==> src/rtl/ctrl_sched_pkg.sv <==
// rtl/ctrl_sched_pkg.sv - shared types and defaults for the controller poll scheduler
// Purpose: scheduler state encoding, default parameter values and a width helper.
// Contents: state_e, DEF_POLL_PERIOD, DEF_TIMEOUT, DEF_MAX_RETRY, clog2_min1().
package ctrl_sched_pkg;

    typedef enum logic [2:0] {
        IDLE,
        WAIT_TICK,
        LAUNCH,
        WAIT_BUSY,
        WAIT_DONE,
        RECOVER,
        NEXT
    } state_e;

    localparam int DEF_POLL_PERIOD = 50000;
    localparam int DEF_TIMEOUT     = 20000;
    localparam int DEF_MAX_RETRY   = 2;

    // Counter/index width that never collapses to zero bits.
    function automatic int clog2_min1(input int n);
        return (n <= 1) ? 1 : $clog2(n);
    endfunction

endpackage

==> src/rtl/ctrl_sched_tick.sv <==
// rtl/ctrl_sched_tick.sv - enable-gated poll period counter producing the round tick
// Purpose: counts 0..POLL_PERIOD-1 while enabled, held at 0 while disabled.
// Ports: clk_i clock, rst_i sync active-high reset, enable_i run the counter,
//        tick_o high while the count sits on its last value.
module ctrl_sched_tick
    import ctrl_sched_pkg::*;
#(
    parameter int POLL_PERIOD = DEF_POLL_PERIOD
) (
    input  logic clk_i,
    input  logic rst_i,
    input  logic enable_i,
    output logic tick_o
);

    localparam int             CW   = clog2_min1(POLL_PERIOD);
    localparam logic [CW-1:0]  LAST = CW'(POLL_PERIOD - 1);

    logic [CW-1:0] count_q, count_d;

    always_comb begin
        count_d = '0;
        if (enable_i) begin
            count_d = (count_q == LAST) ? '0 : count_q + CW'(1);
        end
    end

    always_ff @(posedge clk_i) begin
        if (rst_i) begin
            count_q <= '0;
        end else begin
            count_q <= count_d;
        end
    end

    assign tick_o = (count_q == LAST);

endmodule

==> src/rtl/controller_poll_sched.sv <==
// rtl/controller_poll_sched.sv - shares one controller_io engine between NUM_PORTS connectors
// Purpose: every POLL_PERIOD clocks start one poll per port in order, steer the
//          external mux with port_sel, recover the engine from ERROR with eng_rst and
//          retry up to MAX_RETRY extra times, and report per-port valid/fault status.
// Optional: define CTRL_SCHED_TIMEOUT_EN to bound WAIT_BUSY/WAIT_DONE to TIMEOUT clocks.
// Ports: clk, rst (sync active-high), enable, eng_att (1 = engine idle), eng_err,
//        eng_start/eng_rst one-cycle engine pulses, port_sel active connector,
//        port_valid/port_fault per-port status, round_done end-of-round pulse,
//        overrun sticky flag for a tick that arrived mid-round.
module controller_poll_sched
    import ctrl_sched_pkg::*;
#(
    parameter int NUM_PORTS   = 2,
    parameter int POLL_PERIOD = DEF_POLL_PERIOD,
    parameter int TIMEOUT     = DEF_TIMEOUT,
    parameter int MAX_RETRY   = DEF_MAX_RETRY
) (
    input  logic                                clk,
    input  logic                                rst,
    input  logic                                enable,
    input  logic                                eng_att,
    input  logic                                eng_err,
    output logic                                eng_start,
    output logic                                eng_rst,
    output logic [clog2_min1(NUM_PORTS)-1:0]    port_sel,
    output logic [NUM_PORTS-1:0]                port_valid,
    output logic [NUM_PORTS-1:0]                port_fault,
    output logic                                round_done,
    output logic                                overrun
);

    localparam int             SW       = clog2_min1(NUM_PORTS);
    localparam int             RW       = clog2_min1(MAX_RETRY + 1);
    localparam logic [SW-1:0]  LAST_SEL = SW'(NUM_PORTS - 1);
    localparam logic [RW-1:0]  RETRIES  = RW'(MAX_RETRY);

    if (NUM_PORTS < 1 || NUM_PORTS > 4 || POLL_PERIOD < 1 || TIMEOUT < 1 || MAX_RETRY < 0)
    begin : g_param_check
        $error("controller_poll_sched: parameter out of range");
    end

    state_e                 state_q, state_d;
    logic [SW-1:0]          sel_q, sel_d;
    logic [NUM_PORTS-1:0]   valid_q, valid_d;
    logic [NUM_PORTS-1:0]   fault_q, fault_d;
    logic [RW-1:0]          retry_q, retry_d;
    logic                   overrun_q, overrun_d;
    logic                   tick;
    logic                   timed_out;

`ifdef CTRL_SCHED_TIMEOUT_EN
    localparam int             TW     = clog2_min1(TIMEOUT);
    localparam logic [TW-1:0]  T_LAST = TW'(TIMEOUT - 1);
    logic [TW-1:0]          timer_q, timer_d;
    // Asserted on the TIMEOUT-th cycle spent in the current wait state.
    assign timed_out = (timer_q == T_LAST);
`else
    assign timed_out = 1'b0;
`endif

    ctrl_sched_tick #(
        .POLL_PERIOD (POLL_PERIOD)
    ) u_tick (
        .clk_i    (clk),
        .rst_i    (rst),
        .enable_i (enable),
        .tick_o   (tick)
    );

    always_comb begin
        state_d    = state_q;
        sel_d      = sel_q;
        valid_d    = valid_q;
        fault_d    = fault_q;
        retry_d    = retry_q;
        overrun_d  = overrun_q;
        eng_start  = 1'b0;
        eng_rst    = 1'b0;
        round_done = 1'b0;
`ifdef CTRL_SCHED_TIMEOUT_EN
        timer_d    = timer_q + TW'(1);
`endif

        // A tick while a round is still running is dropped, only remembered here.
        if (tick && state_q != IDLE && state_q != WAIT_TICK) begin
            overrun_d = 1'b1;
        end

        case (state_q)
            IDLE: begin
                if (enable) state_d = WAIT_TICK;
            end
            WAIT_TICK: begin
                if (!enable) begin
                    state_d = IDLE;
                end else if (tick) begin
                    state_d = LAUNCH;
                    sel_d   = '0;
                    retry_d = '0;
                end
            end
            LAUNCH: begin
                eng_start = 1'b1;
                state_d   = WAIT_BUSY;
`ifdef CTRL_SCHED_TIMEOUT_EN
                timer_d   = '0;
`endif
            end
            WAIT_BUSY: begin
                if (eng_err) begin
                    state_d = RECOVER;
                end else if (!eng_att) begin
                    state_d = WAIT_DONE;
`ifdef CTRL_SCHED_TIMEOUT_EN
                    timer_d = '0;
`endif
                end else if (timed_out) begin
                    state_d = RECOVER;
                end
            end
            WAIT_DONE: begin
                // The engine raises err and att together on failure; err wins.
                if (eng_err) begin
                    state_d = RECOVER;
                end else if (eng_att) begin
                    valid_d[sel_q] = 1'b1;
                    fault_d[sel_q] = 1'b0;
                    retry_d        = '0;
                    state_d        = NEXT;
                end else if (timed_out) begin
                    state_d = RECOVER;
                end
            end
            RECOVER: begin
                eng_rst = 1'b1;
                if (retry_q < RETRIES) begin
                    retry_d = retry_q + RW'(1);
                    state_d = LAUNCH;
                end else begin
                    fault_d[sel_q] = 1'b1;
                    valid_d[sel_q] = 1'b0;
                    retry_d        = '0;
                    state_d        = NEXT;
                end
            end
            NEXT: begin
                if (sel_q == LAST_SEL) begin
                    round_done = 1'b1;
                    sel_d      = '0;
                    state_d    = enable ? WAIT_TICK : IDLE;
                end else begin
                    sel_d   = sel_q + SW'(1);
                    retry_d = '0;
                    state_d = LAUNCH;
                end
            end
            default: state_d = IDLE;
        endcase
    end

    always_ff @(posedge clk) begin
        if (rst) begin
            state_q   <= IDLE;
            sel_q     <= '0;
            valid_q   <= '0;
            fault_q   <= '0;
            retry_q   <= '0;
            overrun_q <= 1'b0;
        end else begin
            state_q   <= state_d;
            sel_q     <= sel_d;
            valid_q   <= valid_d;
            fault_q   <= fault_d;
            retry_q   <= retry_d;
            overrun_q <= overrun_d;
        end
    end

`ifdef CTRL_SCHED_TIMEOUT_EN
    always_ff @(posedge clk) begin
        if (rst) begin
            timer_q <= '0;
        end else begin
            timer_q <= timer_d;
        end
    end
`endif

    assign port_sel   = sel_q;
    assign port_valid = valid_q;
    assign port_fault = fault_q;
    assign overrun    = overrun_q;

endmodule

==> config.mk <==
export PLATFORM = sky130hd
export DESIGN_NAME = controller_poll_sched
export DESIGN_NICKNAME = d
export VERILOG_FILES = /design/src/rtl/ctrl_sched_pkg.sv /design/src/rtl/ctrl_sched_tick.sv /design/src/rtl/controller_poll_sched.sv
export SDC_FILE = /design/constraint.sdc
export NUM_CORES = 1
export LEC_CHECK = 0
export CAP_MARGIN = 20
export CORE_AREA = 2 2 55 57
export CTS_CLUSTER_DIAMETER = 50
export CTS_CLUSTER_SIZE = 25
export DETAILED_ROUTE_END_ITERATION = 16
export DIE_AREA = 0 0 57 59
export PLACE_DENSITY = 0.76
export SLEW_MARGIN = 0
export SYNTH_ARGS = -nofsm -noshare
export SYNTH_HDL_FRONTEND = slang
export SYNTH_SLANG_ARGS = --single-unit
export TNS_END_PERCENT = 1
==> constraint.sdc <==
create_clock -name clk -period 3.8 [get_ports clk]
set_input_delay 1.14 -clock clk [delete_from_list [all_inputs] [get_ports clk]]
set_output_delay 1.14 -clock clk [all_outputs]
set_load 0.02 [all_outputs]
==> results.ini, run 1 <==
[timing]
report.final.hold_viol_count = 0
max_freq_mhz = 332.3
tns_ps = 0
slew_viol_final = 0
min_period_ps = 3010
setup_viol = 0
skew_ps = 7.648
worstMarginPinSlew_ps = 436.8
fin_crit_sh = 0.7920
rsz0062_at_grt = no
whs_ps = 469.2
slew_headroom = 0.7079
worst_slack_ps = 790.2

[clocking]
clock_latency_ps = 340
clockBufferDepth = 2
path_clk_slew_ps = 160
cts_buffers = 3
clock-sinks = 27
cts.repair.resized = 0
cts_tree = built
holdBufCountCts = 0
root_buffer = clkbuf_4
htree_levels = 1
postCtsSetupBuffers = 0

[placement]
port_buffers = 13
gp_congestion = 0.7941
dp_hpwl_um = 1945
dpl_cell_area_sq_um = 1574
place_ws_ps = 1180
dp.cells = 196

[routing]
drt-total-wl_um = 2679
drt-initial-drc-count = 23
vias_per_cell = 5.625
route.detailed.drc = 0
drtPass1Iterations = 4
vias = 1125
ant_nets = 0
avgRoutedWirePerCell_um = 13.40

[floorplan]
die-area_sq_um = 3363
num_rows = 19
io_pins = 14
initial_utilization = 0.5291
die_w_um = 57
die_height_um = 59
core_sq_um = 2710

[grt]
antenna_found_initial = 0
first_global_vias = 1076
grt_max_degree = 17
grt_pass1_wl_um = 4685
gr-usage-all-layers = 0.1799
grt_overflow = 0

[layout]
fin_nets = 176
final_area_sq_um = 1604
fin_cells = 200
drive_gt1_frac = 0.1124
utilization = 0.5919
area.growth.synth_to_final_pct = 11.87
antennaDiodeCount = 0

[synthesis]
synth_top_area_frac = 0.3770
synth_warnings = 0
synth_cells = 158
syn_nets = 164
synth_ff_type = dfxtp_1
synth_area_leaders = dfxtp_1 38%, xnor2_1 7.9%, nor2_1 5.8%, nor4_2 4.4%, inv_1 2.6%
synth_edf_count = 0
synth_top_cell_by_area = dfxtp_1
async_reset_ff_frac = 0
synthesis.area_sq_um = 1434
synth_seq_area_share = 0.3770
synth_area_per_cell_sq_um = 9.075
synth_most_common_cell = dfxtp_1
yosysUniqueCellTypes = 45
synth_common_cells = 27 x dfxtp_1, 22 x nor2_1, 13 x xnor2_1
ys_ff_latch = 27

[critical_path]
endpoint = eng_rst
cp-startpoint = state_q[0]
reg2reg_depth = 5
cp-start-kind = flip-flop
worstReg2RegStart = u_tick.count_q[0]
slowest_delay_ps = 590
path_max_fanout = 13
rr_endpoint = retry_q[0]
r2r_setup_slack_ps = 2130
path_class = reg -> out
worstSetupEndpointType = primary output
path_cells = nor2b_1, and2_1, clkdlybuf4s50_1
worstPathArrival_ps = 1870
cpMaxStageDelayCell = clkdlybuf4s50_1
required_ps = 2660

[min_path]
min_path_type = reg -> reg

[outcome]
status = completed

[pwr]
power.density_nw_per_um2 = 287.7
power_mw = 0.4614
peakVddDrop_uv = 275.4
p_leak_nw = 0.5373

[run]
max_cap_viol_count = 0

-- layer usage --
layer  up-vias  GRT usage  routed length (um)
li1        575          -                   -
met1       521     0.2204                1234
met2        20     0.2956                1276
met3         9    0.03930                  97
met4         0    0.09967                  71
met5         -          0                   0
-- cells in the final DEF (no fill, tap or decap), drive strengths merged, types with 2 or more instances in the layout --
cell,n
a21oi,7
and2,3
and4bb,2
clkbuf,3
clkdlybuf4s50,13
dfxtp,27
inv,10
nand2,6
nand2b,3
nand3,7
nand3b,2
nand4,3
nor2,24
nor2b,5
nor3,5
nor3b,3
nor4,5
o211ai,2
o21ai,8
xnor2,13
-- worst min path at each step --
| stage | from | end | cells after the start |
|---|---|---|---|
| floorplan | retry_q[0] | retry_q[0] | 1 |
| global placement | overrun | overrun | 2 |
| detailed placement | flip-flop | flip-flop | 1 |
| CTS | overrun | overrun | 2 |
| global route | overrun | overrun | 2 |
| finish | overrun | overrun | 2 |
-- power breakdown --
part / internal (mW) / switching [mW] / total [mW]
clock: 0.0404 / 0.0915 / 0.132
combinational: 0.0163 / 0.0191 / 0.0354
sequential: 0.286 / 0.00768 / 0.294
total: 0.343 / 0.118 / 0.461
-- final cells by class --
class	instances	area [sq um]
Clock buffer	3	22.52
Clock inverter	1	7.507
Fill cell	252	1106
Inverter	10	37.54
Multi-Input combinational cell	115	827.0
Sequential cell	27	540.5
Tap cell	31	38.79
Timing Repair Buffer	13	130.1
-- worst max-delay path, delay by kind of cell, from the launching register on --
family                 cells  cell delay (ps)
and+or+nand+nor            2              390
DFF                        1              560
buffers and inverters      1              590
-- kinds of logic after synthesis --
kind of cell,Yosys count,share of synthesized area
AO/OA/AOI/OAI,28,0.1283
flip-flops,27,0.3770
AND/OR/NAND/NOR,72,0.3543
buffers and inverters,16,0.04625
XOR/XNOR,14,0.08552
adder cells (fa/ha/maj),1,0.008725
Note: power is estimated with default switching activity, not from simulation.
==> inputs of run 2 (changes only) <==
CORE_AREA = 2 2 57 59   (was 2 2 55 57)
DIE_AREA = 0 0 59 61   (was 0 0 57 59)
PLACE_DENSITY = 0.74   (was 0.76)
clock period = 2.62 ns   (was 3.8 ns; I/O delays follow)
==> run 2 against run 1 <==
Register-to-register slack worse by 1100 ps. Critical path depth is the same. Clock-buffer cell count increased by 1. Design area increased by 1.2%. Sequential power increased by 45%. Critical path type unchanged. Largest power group unchanged.
==> results.ini, run 2 (synthesis gave the netlist of run 1 again) <==
[timing]
worst_slack_ps = 106.2  ; -684.0 ps
setup_viol = 0  ; unchanged
skew_ps = 1.695  ; -5.953 ps
worstMarginPinSlew_ps = 363.4  ; -73.45 ps
max_freq_mhz = 397.8
report.final.hold_viol_count = 0  ; unchanged
slew_headroom = 0.7572  ; +0.04930
whs_ps = 458.2  ; -11.02 ps
min_period_ps = 2514
fin_crit_sh = 0.9595
slew_viol_final = 0  ; unchanged

[critical_path]
path_max_fanout = 13  ; unchanged
cpMaxStageDelayCell = clkdlybuf4s50_1
r2r_setup_slack_ps = 1020  ; -1110 ps
worstPathArrival_ps = 1730  ; -140 ps
rr_endpoint = retry_q[0]
worstReg2RegStart = u_tick.count_q[0]
required_ps = 1830  ; -830 ps
crit_family = buffers and inverters
path_class = reg -> out
worst-path-buf-inv = 1  ; unchanged
path_cells = nor2b_1, and2_1, clkdlybuf4s50_1
slowest_delay_ps = 610  ; +20 ps
cp-start-kind = flip-flop
worstSetupEndpointType = primary output
reg2reg_depth = 5  ; unchanged
cp-startpoint = state_q[0]

[placement]
place_ws_ps = 330.5  ; -849.9 ps
dp_hpwl_um = 1943  ; about the same
port_buffers = 13  ; unchanged
dpl_cell_area_sq_um = 1592  ; +1.1%
gp_congestion = 0.7667  ; -3.5%

[routing]
avgRoutedWirePerCell_um = 12.71  ; -5.1%
vias = 1102  ; -2.0%
drt-initial-drc-count = 21  ; -8.7%
drtPass1Iterations = 4  ; unchanged
route.detailed.drc = 0  ; unchanged
vias_per_cell = 5.402  ; -4.0%
ant_nets = 0  ; unchanged
drt-total-wl_um = 2593  ; -3.2%

[layout]
area.growth.synth_to_final_pct = 13.26
antennaDiodeCount = 0  ; unchanged
final_common_cell = dfxtp_1
layout_common_cells = 24 x dfxtp_1, 22 x nor2_1, 13 x xnor2_1, 13 x clkdlybuf4s50_1, 10 x inv_1
drive_gt1_frac = 0.1345  ; +0.02208
n_fill_cell = 276  ; +9.5%
fin_nets = 178  ; +1.1%
final_area_sq_um = 1624  ; +1.2%

[floorplan]
die-area_sq_um = 3599  ; +7.0%
io_pins = 14  ; unchanged
die_w_um = 59  ; +3.5%
num_rows = 20  ; +1
core_sq_um = 2953  ; +9.0%
initial_utilization = 0.4856  ; -0.04349
die_height_um = 61  ; +3.4%

[clocking]
holdBufCountCts = 0  ; unchanged
root_buffer = clkbuf_4
clock-sinks = 27  ; unchanged
cts_buffers = 3  ; unchanged
clockBufferDepth = 2  ; unchanged
htree_levels = 1  ; unchanged
cts_tree = built
path_clk_slew_ps = 140  ; -20 ps
clock_latency_ps = 320  ; -20 ps

[grt]
gr-usage-all-layers = 0.1734  ; -0.006451
first_global_vias = 1117  ; +3.8%
grt_overflow = 0  ; unchanged
antenna_found_initial = 0  ; unchanged
grt_max_degree = 17  ; unchanged
grt_pass1_wl_um = 4747  ; +1.3%

[pwr]
p_leak_nw = 0.5502  ; +2.4%
power_mw = 0.6553  ; +42%
power.density_nw_per_um2 = 403.5  ; +40%
peakVddDrop_uv = 304.0  ; +10%

[min_path]
holdPathEnd = overrun
min_path_type = reg -> reg
hold-path-cell-count = 2  ; unchanged
hp-start = overrun

[outcome]
status = completed

[run]
max_cap_viol_count = 0  ; unchanged

==> run 2: changes by cell type in the layout (fill, tap and decap cells not counted), sizes merged <==
cell      delta
buf          +2
clkinvlp     -1
clkbuf       +1
==> run 2: cell type report <==
type / count / area [sq um] / share of cell area
clock buffers: 4 / 26.28 / 0.01618
flip-flops and latches: 27 / 546.8 / 0.3367
repair buffers: 15 / 145.1 / 0.08937
multi-input cells: 115 / 827.0 / 0.5092
well taps: 33 / 41.29 / 0.02542
inverters: 10 / 37.54 / 0.02311
==> run 2: report_power, final <==
group | leakage (nW) | internal, mW | switching [mW]
combinational | 0.316 | 0.0247 | 0.0274
clock | 0.0150 | 0.0595 | 0.117
sequential | 0.220 | 0.416 | 0.0107
total | 0.550 | 0.500 | 0.155
==> run 2: worst reg2reg max path: cells and delay by family, from the launching register on <==
kind,cells,cell delay (ps)
AOI/OAI and AO/OA,2,360
and+or+nand+nor,2,420
adders and majority gates,1,270
DFF,1,440
==> run 2: worst max-delay path by stage <==
stage,slack [ps],endpoint,cells after the start
2_1_floorplan,750,round_done,3
3_3_place_gp,400,eng_rst,3
3_5_place_dp,330,eng_rst,3
4_1_cts,9,round_done,3
5_1_grt,-10,eng_rst,3
6_report,110,eng_rst,3
==> run 2: what timing repair did <==
item                       CTS  global route
setup endpoints to repair    1             3
resized for setup            1             3
setup buffers                0             0
hold endpoints to repair     0             0
==> run 2: metal layers <==
layer / global-route usage / wire length (um)
met4: 0.08117 / 49
met5: 0 / 0
met1: 0.2023 / 1192
met3: 0.02559 / 80
met2: 0.3127 / 1271
==> run 2: through the flow <==
stage,utilization,std cells,TNS (ps)
after floorplan,-,158,0
after global placement,0.5390,200,0
after detailed placement,0.5390,200,0
after CTS,0.5483,204,0
after global routing,0.5500,204,-14.86
final,0.5500,204,0
